### config.mk
export PLATFORM = sky130hd
export DESIGN_NAME = aes_engine_adapter
export DESIGN_NICKNAME = d
export VERILOG_FILES = /design/src/rtl/aes_package.sv /design/src/rtl/aes_engine_adapter_serializer.sv /design/src/rtl/aes_engine_adapter.sv
export SDC_FILE = /design/constraint.sdc
export NUM_CORES = 1
export LEC_CHECK = 0
export CAP_MARGIN = 20
export CELL_PAD_IN_SITES_DETAIL_PLACEMENT = 1
export CELL_PAD_IN_SITES_GLOBAL_PLACEMENT = 1
export CORE_AREA = 8 8 338 340
export CTS_CLUSTER_SIZE = 10
export DETAILED_ROUTE_END_ITERATION = 10
export DIE_AREA = 0 0 346 348
export GPL_TIMING_DRIVEN = 0
export PLACE_DENSITY = 0.58
export SYNTH_ARGS = -nofsm -noshare
export SYNTH_HDL_FRONTEND = slang
export SYNTH_HIERARCHICAL = 1
export SYNTH_SLANG_ARGS = --single-unit
### constraint.sdc
create_clock -name clk_i -period 6.6 [get_ports clk_i]
set_input_delay 1.32 -clock clk_i [delete_from_list [all_inputs] [get_ports clk_i]]
set_output_delay 1.32 -clock clk_i [all_outputs]
set_load 0.02 [all_outputs]
### src/rtl/aes_package.sv
// Shared types for the AES HWPE engine: FSM/engine control, engine flags and
// the adapter state encoding.
package aes_package;

  localparam int unsigned AES_WORDS_PER_BLOCK = 4;

  typedef struct packed {
    logic         clear;
    logic         enable;
    logic         core_encode_decode;
    logic         core_init_key;
    logic         core_start;
    logic [255:0] core_key;
    logic         core_key_mode;
    logic [31:0]  data_size;
  } ctrl_engine_t;

  typedef struct packed {
    logic core_ready;
    logic core_done;
  } flags_engine_t;

  typedef enum logic [2:0] {
    StIdle,
    StKeyInit,
    StKeyWait,
    StGather,
    StCoreStart,
    StCoreWait,
    StEmit,
    StDone
  } aes_adapter_state_t;

  // Word k of a block sits at [127-32k -: 32], first word most significant.
  function automatic logic [31:0] block_word(input logic [127:0] blk, input logic [1:0] idx);
    logic [31:0] w;
    unique case (idx)
      2'd0: w = blk[127:96];
      2'd1: w = blk[95:64];
      2'd2: w = blk[63:32];
      2'd3: w = blk[31:0];
    endcase
    return w;
  endfunction

endpackage

### src/rtl/aes_engine_adapter_serializer.sv
// Holds one 128-bit AES result and hands it out as 32-bit words over a
// valid/ready stage. Only the first nwords_i words of the block are emitted.
module aes_block_serializer
  import aes_package::*;
(
  input  logic         clk_i,
  input  logic         rst_ni,
  input  logic         clear_i,
  input  logic         enable_i,
  input  logic         load_i,
  input  logic [127:0] result_i,
  input  logic [2:0]   nwords_i,
  input  logic         out_ready_i,
  output logic [31:0]  out_data_o,
  output logic         out_valid_o,
  output logic         last_o
);

  logic [127:0] result_q;
  logic [1:0]   idx_q;
  logic [2:0]   nwords_q;
  logic         valid_q;

  // Word currently presented is the last unpadded word of the block
  assign last_o      = valid_q & ({1'b0, idx_q} == (nwords_q - 3'd1));
  assign out_valid_o = valid_q;
  assign out_data_o  = block_word(result_q, idx_q);

  // Result capture and word-index advance; frozen entirely while disabled
  always_ff @(posedge clk_i or negedge rst_ni) begin
    if (!rst_ni) begin
      result_q <= '0;
      idx_q    <= '0;
      nwords_q <= '0;
      valid_q  <= 1'b0;
    end else if (clear_i) begin
      result_q <= '0;
      idx_q    <= '0;
      nwords_q <= '0;
      valid_q  <= 1'b0;
    end else if (enable_i) begin
      if (load_i) begin
        result_q <= result_i;
        idx_q    <= '0;
        nwords_q <= nwords_i;
        valid_q  <= 1'b1;
      end else if (valid_q && out_ready_i) begin
        if (last_o) begin
          valid_q <= 1'b0;
          idx_q   <= '0;
        end else begin
          idx_q <= idx_q + 2'd1;
        end
      end
    end
  end

endmodule

### src/rtl/aes_engine_adapter.sv
// Engine-side adapter between the HWPE streamers and an external AES core:
// packs input words into blocks, sequences key expansion and block runs, and
// returns results word by word through aes_block_serializer.
module aes_engine_adapter
  import aes_package::*;
#(
  parameter int unsigned DATA_WIDTH      = 32,
  parameter int unsigned WORDS_PER_BLOCK = AES_WORDS_PER_BLOCK
) (
  input  logic                  clk_i,
  input  logic                  rst_ni,
  input  ctrl_engine_t          ctrl_i,
  output flags_engine_t         flags_o,
  input  logic [DATA_WIDTH-1:0] in_data_i,
  input  logic                  in_valid_i,
  output logic                  in_ready_o,
  output logic [DATA_WIDTH-1:0] out_data_o,
  output logic                  out_valid_o,
  input  logic                  out_ready_i,
  output logic                  aes_init_o,
  output logic                  aes_next_o,
  output logic                  aes_encdec_o,
  output logic                  aes_keylen_o,
  output logic [255:0]          aes_key_o,
  output logic [127:0]          aes_block_o,
  input  logic                  aes_ready_i,
  input  logic [127:0]          aes_result_i,
  input  logic                  aes_result_valid_i
);

  localparam logic [2:0] FullCnt = 3'(WORDS_PER_BLOCK);

  aes_adapter_state_t state_q, state_d;

  logic         encdec_q;
  logic         keylen_q;
  logic [255:0] key_q;
  logic [127:0] block_q;
  logic [2:0]   held_q;
  logic [32:0]  words_rem_q;
  logic [32:0]  blocks_rem_q;
  logic [32:0]  total_words;
  logic [32:0]  total_blocks;
  logic         start;
  logic         accept;
  logic         blk_full;
  logic         ser_load;
  logic         ser_last;
  logic         emit_last;

  assign total_words  = ({1'b0, ctrl_i.data_size} + 33'd3) >> 2;
  assign total_blocks = (total_words + 33'd3) >> 2;
  assign start        = (state_q == StIdle) & ctrl_i.core_start;
  assign accept       = in_valid_i & in_ready_o;
  // A short final block counts as full once the input is exhausted
  assign blk_full     = (held_q == FullCnt) | ((words_rem_q == '0) & (held_q != '0));
  assign ser_load     = (state_q == StCoreWait) & aes_result_valid_i;
  assign emit_last    = out_valid_o & out_ready_i & ser_last;

  assign aes_encdec_o = encdec_q;
  assign aes_keylen_o = keylen_q;
  assign aes_key_o    = key_q;
  assign aes_block_o  = block_q;

  // State register
  always_ff @(posedge clk_i or negedge rst_ni) begin
    if (!rst_ni) begin
      state_q <= StIdle;
    end else if (ctrl_i.clear) begin
      state_q <= StIdle;
    end else if (ctrl_i.enable) begin
      state_q <= state_d;
    end
  end

  // Next-state logic
  always_comb begin
    state_d = state_q;
    unique case (state_q)
      StIdle: begin
        if (ctrl_i.core_start) begin
          if (total_words == '0)       state_d = StDone;
          else if (ctrl_i.core_init_key) state_d = StKeyInit;
          else                           state_d = StGather;
        end
      end
      StKeyInit:   state_d = StKeyWait;
      StKeyWait:   if (aes_ready_i) state_d = StGather;
      StGather:    if (blk_full && aes_ready_i) state_d = StCoreStart;
      StCoreStart: state_d = StCoreWait;
      StCoreWait:  if (aes_result_valid_i) state_d = StEmit;
      StEmit: begin
        if (emit_last) state_d = (blocks_rem_q == 33'd1) ? StDone : StGather;
      end
      StDone:      state_d = StIdle;
      default:     state_d = StIdle;
    endcase
  end

  // Outputs decoded from the current state
  always_comb begin
    in_ready_o         = ctrl_i.enable & ~ctrl_i.clear & (state_q == StGather) &
                         (held_q < FullCnt) & (words_rem_q != '0);
    aes_init_o         = ctrl_i.enable & (state_q == StKeyInit);
    aes_next_o         = ctrl_i.enable & (state_q == StCoreStart);
    flags_o.core_done  = ctrl_i.enable & (state_q == StDone);
    flags_o.core_ready = (state_q == StIdle) & aes_ready_i;
  end

  // Job parameters, block packing and word/block counters
  always_ff @(posedge clk_i or negedge rst_ni) begin
    if (!rst_ni) begin
      encdec_q     <= 1'b0;
      keylen_q     <= 1'b0;
      key_q        <= '0;
      block_q      <= '0;
      held_q       <= '0;
      words_rem_q  <= '0;
      blocks_rem_q <= '0;
    end else if (ctrl_i.clear) begin
      encdec_q     <= 1'b0;
      keylen_q     <= 1'b0;
      key_q        <= '0;
      block_q      <= '0;
      held_q       <= '0;
      words_rem_q  <= '0;
      blocks_rem_q <= '0;
    end else if (ctrl_i.enable) begin
      if (start) begin
        encdec_q     <= ctrl_i.core_encode_decode;
        keylen_q     <= ctrl_i.core_key_mode;
        key_q        <= ctrl_i.core_key;
        words_rem_q  <= total_words;
        blocks_rem_q <= total_blocks;
        block_q      <= '0;
        held_q       <= '0;
      end
      if (accept) begin
        unique case (held_q[1:0])
          2'd0: block_q[127:96] <= in_data_i;
          2'd1: block_q[95:64]  <= in_data_i;
          2'd2: block_q[63:32]  <= in_data_i;
          2'd3: block_q[31:0]   <= in_data_i;
        endcase
        held_q      <= held_q + 3'd1;
        words_rem_q <= words_rem_q - 33'd1;
      end
      // Zeroing here gives the padding for a short final block
      if (emit_last) begin
        blocks_rem_q <= blocks_rem_q - 33'd1;
        block_q      <= '0;
        held_q       <= '0;
      end
    end
  end

  aes_block_serializer u_serializer (
    .clk_i       (clk_i),
    .rst_ni      (rst_ni),
    .clear_i     (ctrl_i.clear),
    .enable_i    (ctrl_i.enable),
    .load_i      (ser_load),
    .result_i    (aes_result_i),
    .nwords_i    (held_q),
    .out_ready_i (out_ready_i),
    .out_data_o  (out_data_o),
    .out_valid_o (out_valid_o),
    .last_o      (ser_last)
  );

endmodule

==> results.cfg <==
[outcome]
status = completed

[worst_hold_path]
hold_start = blocks_rem_q[29]
hold_depth = 1
worstHoldEndpoint = blocks_rem_q[29]
holdCritPathClass = reg -> reg

[worst_setup_path]
path_delay_family = simple AND/OR/NAND/NOR gates
timing.rr.start = u_serializer/nwords_q[0]
r2r_setup_slack_ns = 2.66
critPathMaxStageDelay_ns = 0.62
startpoint_type = register
end_kind = primary output
crit_type = reg -> out
critPathMaxFanout = 10
reg2reg_depth = 13
crit_slowest_cell = clkdlybuf4s50_1
critPathBufInv = 2
rr_endpoint = blocks_rem_q[14]
required_ns = 5.28
cpMostUsedCell = nor4_4
cp.arrival_ns = 3.83
crit_path_start = words_rem_q[0]
path_cells = inv_1 > ha_1 > or4b_1 > nor4_4 > nand2_1 > nor4_4 > nor2_1 > clkdlybuf4s50_1

[synth]
ys_warn_count = 6
yosys.area.top_type_share_pct = 56.2
synth_cell_types = 77
synth-edff-count = 0
yosysTopAreaCell = dfrtp_1
ys.flop_type = dfrtp_1
syn_inst = 2628
postSynthAreaPerCell_sq_um = 10.0
synth_compound_area_share_pct = 20.7
syn_area_sq_mm = 0.0264
synth_top_family_by_area = compound AO/OA/AOI/OAI gates
yosys.area_share.simple_pct = 15.1
seq_area_frac_synth_pct = 56.2
synth_xor_area_share_pct = 1.76
synthArstFlopShare_pct = 100
yosys-top-cells-area = dfrtp_1 56%, a22o_1 8.7%, nand2_1 8.4%
synthAdderAreaFrac_pct = 0.569
syn_nets = 3100
synth.area.mux_share_pct = 1.41
synth-seq-cells = 592

[global_routing]
grt_first_pass_wirelength_microns = 195000
grt_max_degree = 114
gr-total-overflow = 0
grt_pass1_vias = 26700
grt_usage_pct = 21.5
antenna_found_initial = 34

[sta]
setup_tns_ns = 0
fmax_ghz = 0.194
finalSetupViolCount = 0
rsz0062_at_grt = false
finalHoldViolCount = 0
final_max_slew_viol_count = 0
finalClockSkew_ns = 0.0443
period_share_pct = 78.0
post-route-min-period_ns = 5.15
slew_headroom_pct = 30.8
tightest_slew_ns = 1.04

[clocking]
clockBufferDepth = 3
postCtsSetupRepairBufs = 0
cts_resized = 0
cts_root_buf = clkbuf_16
clk_pin_slew_ns = 0.05
tritoncts = built
clk_latency_ns = 0.66
htree_levels = 3
cts_buffers = 78
cts_sinks = 592
holdBufCountCts = 0

[die]
row_count = 122
fp.dieW_microns = 346
dieArea_sq_mm = 0.120
fp.dieH_microns = 348
start_util_pct = 24.1
io_pins = 884
core_area_sq_mm = 0.109

[finish]
final_cell_mix = 873 x clkdlybuf4s50_1, 592 x dfrtp_1, 590 x nand2_1
fin_nets = 4063
regArea_sq_mm = 0.0148
area_delta_synth_final_pct = 50.1
drive_gt1_share_pct = 5.63
final_common_cell = clkdlybuf4s50_1
stdcell_count = 5082
multi_input_area_sq_mm = 0.0104
nFillCells = 12300

[detailed_routing]
ant_nets = 0
firstDrtPassIters = 6
wl_microns = 134000
drtIter0Drc = 1580
vias = 25000
remaining_drc_errors = 0
vias_per_cell = 4.91
post_drt_wl_per_cell_microns = 26.4

[placed_design]
dp.cells = 4937
hpwl_microns = 103000
place_congestion = 0.865
port_buffers = 874

[power]
ir_drop_mv = 0.178
p_leak_nw = 16.4
powerDensity_mw_per_mm2 = 248

[flow_run]
maxCapViolCount = 0
==> cells in the mapped netlist (8+ instances only) <==
cell,number
a21oi_1,315
a222oi_1,32
a22o_1,262
a22oi_1,8
a31oi_1,31
and2_1,9
and3_1,14
buf_2,27
buf_4,12
buf_6,10
clkbuf_1,150
dfrtp_1,592
ha_1,12
inv_1,55
mux2i_1,36
nand2_1,590
nand3_1,29
nand4_1,16
nor2_1,80
nor3_1,35
nor4_1,25
o211ai_1,11
o21ai_0,61
o22ai_1,9
or3_1,10
or4_1,14
xnor2_1,29
xor2_1,24
==> power breakdown <==
group          switching (mW)  total [mW]  internal, mW
clock                    1.77        4.14          2.37
combinational            1.06        1.76         0.702
sequential              0.115        3.90          3.79
==> cells by family (layout without fill, tap and decap cells) <==
family	after synthesis	after routing
other	0	18
buffers and inverters	260	1270
adder cells (fa/ha/maj)	12	12
AO/OA/AOI/OAI	793	793
flip-flops	592	592
AND/OR/NAND/NOR	881	881
XOR/XNOR	53	53
multiplexers	37	37
==> worst register-to-register path: stages, from the launching register on <==
cell and delay (ns):
dfrtp_1 0.38, inv_1 0.06, ha_1 0.30, xor2_1 0.14, and4_1 0.33, and3_1 0.18
clkbuf_1 0.25, nand2_1 0.21, nand2_1 0.33, clkbuf_1 0.57, clkbuf_1 0.58, nand2_1 0.15
a21oi_1 0.21, o31ai_1 0.09
==> stage by stage <==
stage / worst slack [ns] / util [%] / hold slack, ns / total power [mW] / instance area [sq um]
final: 1.45 / 36.2 / 0.492 / 9.80 / 39600
after global placement: -25.53 / 33.8 / 0.484 / 5.74 / 36900
after detailed placement: 1.26 / 34.0 / 0.487 / 5.75 / 37100
after floorplan: 3.13 / - / 0.449 / 4.71 / 26400
after global routing: 1.25 / 36.2 / 0.500 / 10.2 / 39600
after CTS: 1.44 / 36.2 / 0.495 / 9.98 / 39500
==> layer usage <==
| metal | part of all wire [%] | GRT usage (%) | vias up |
|---|---|---|---|
| li1 | - | - | 11300 |
| met1 | 40 | 25.3 | 12600 |
| met2 | 49 | 37.1 | 820 |
| met3 | 8.0 | 7.21 | 174 |
| met4 | 2.8 | 6.48 | 22 |
| met5 | 0.11 | 0 | - |
==> flip-flops by register name, indices dropped and copies added (netlist names) <==
name and count:
aes_block_o 128, blocks_rem_q 33, state_q 3, aes_keylen_o 1
held_q 3, u_serializer/idx_q 2, aes_key_o 256, words_rem_q 33
u_serializer/result_q 128, u_serializer/nwords_q 3, u_serializer/out_valid_o 1, aes_encdec_o 1
==> cell type report <==
type                    count  area share, %
flip-flops and latches    592           37.4
multi-input cells        1776           26.4
repair buffers            883           22.6
clock buffers             109           5.55
well taps                1426           4.51
plain buffers             204           2.32
clock inverters            18          0.563
inverters                  56          0.531
diodes                     18          0.114
==> worst max-delay path by stage <==
stage,to,slack [ns],cells past startpoint
CTS,in_ready_o,1.44,8
detailed placement,blocks_rem_q[22],1.26,11
global placement,aes_key_o[85],-25.53,1
floorplan,blocks_rem_q[24],3.13,9
global route,in_ready_o,1.25,8
finish,in_ready_o,1.45,8
No activity file was read; power rests on OpenSTA's default activity.
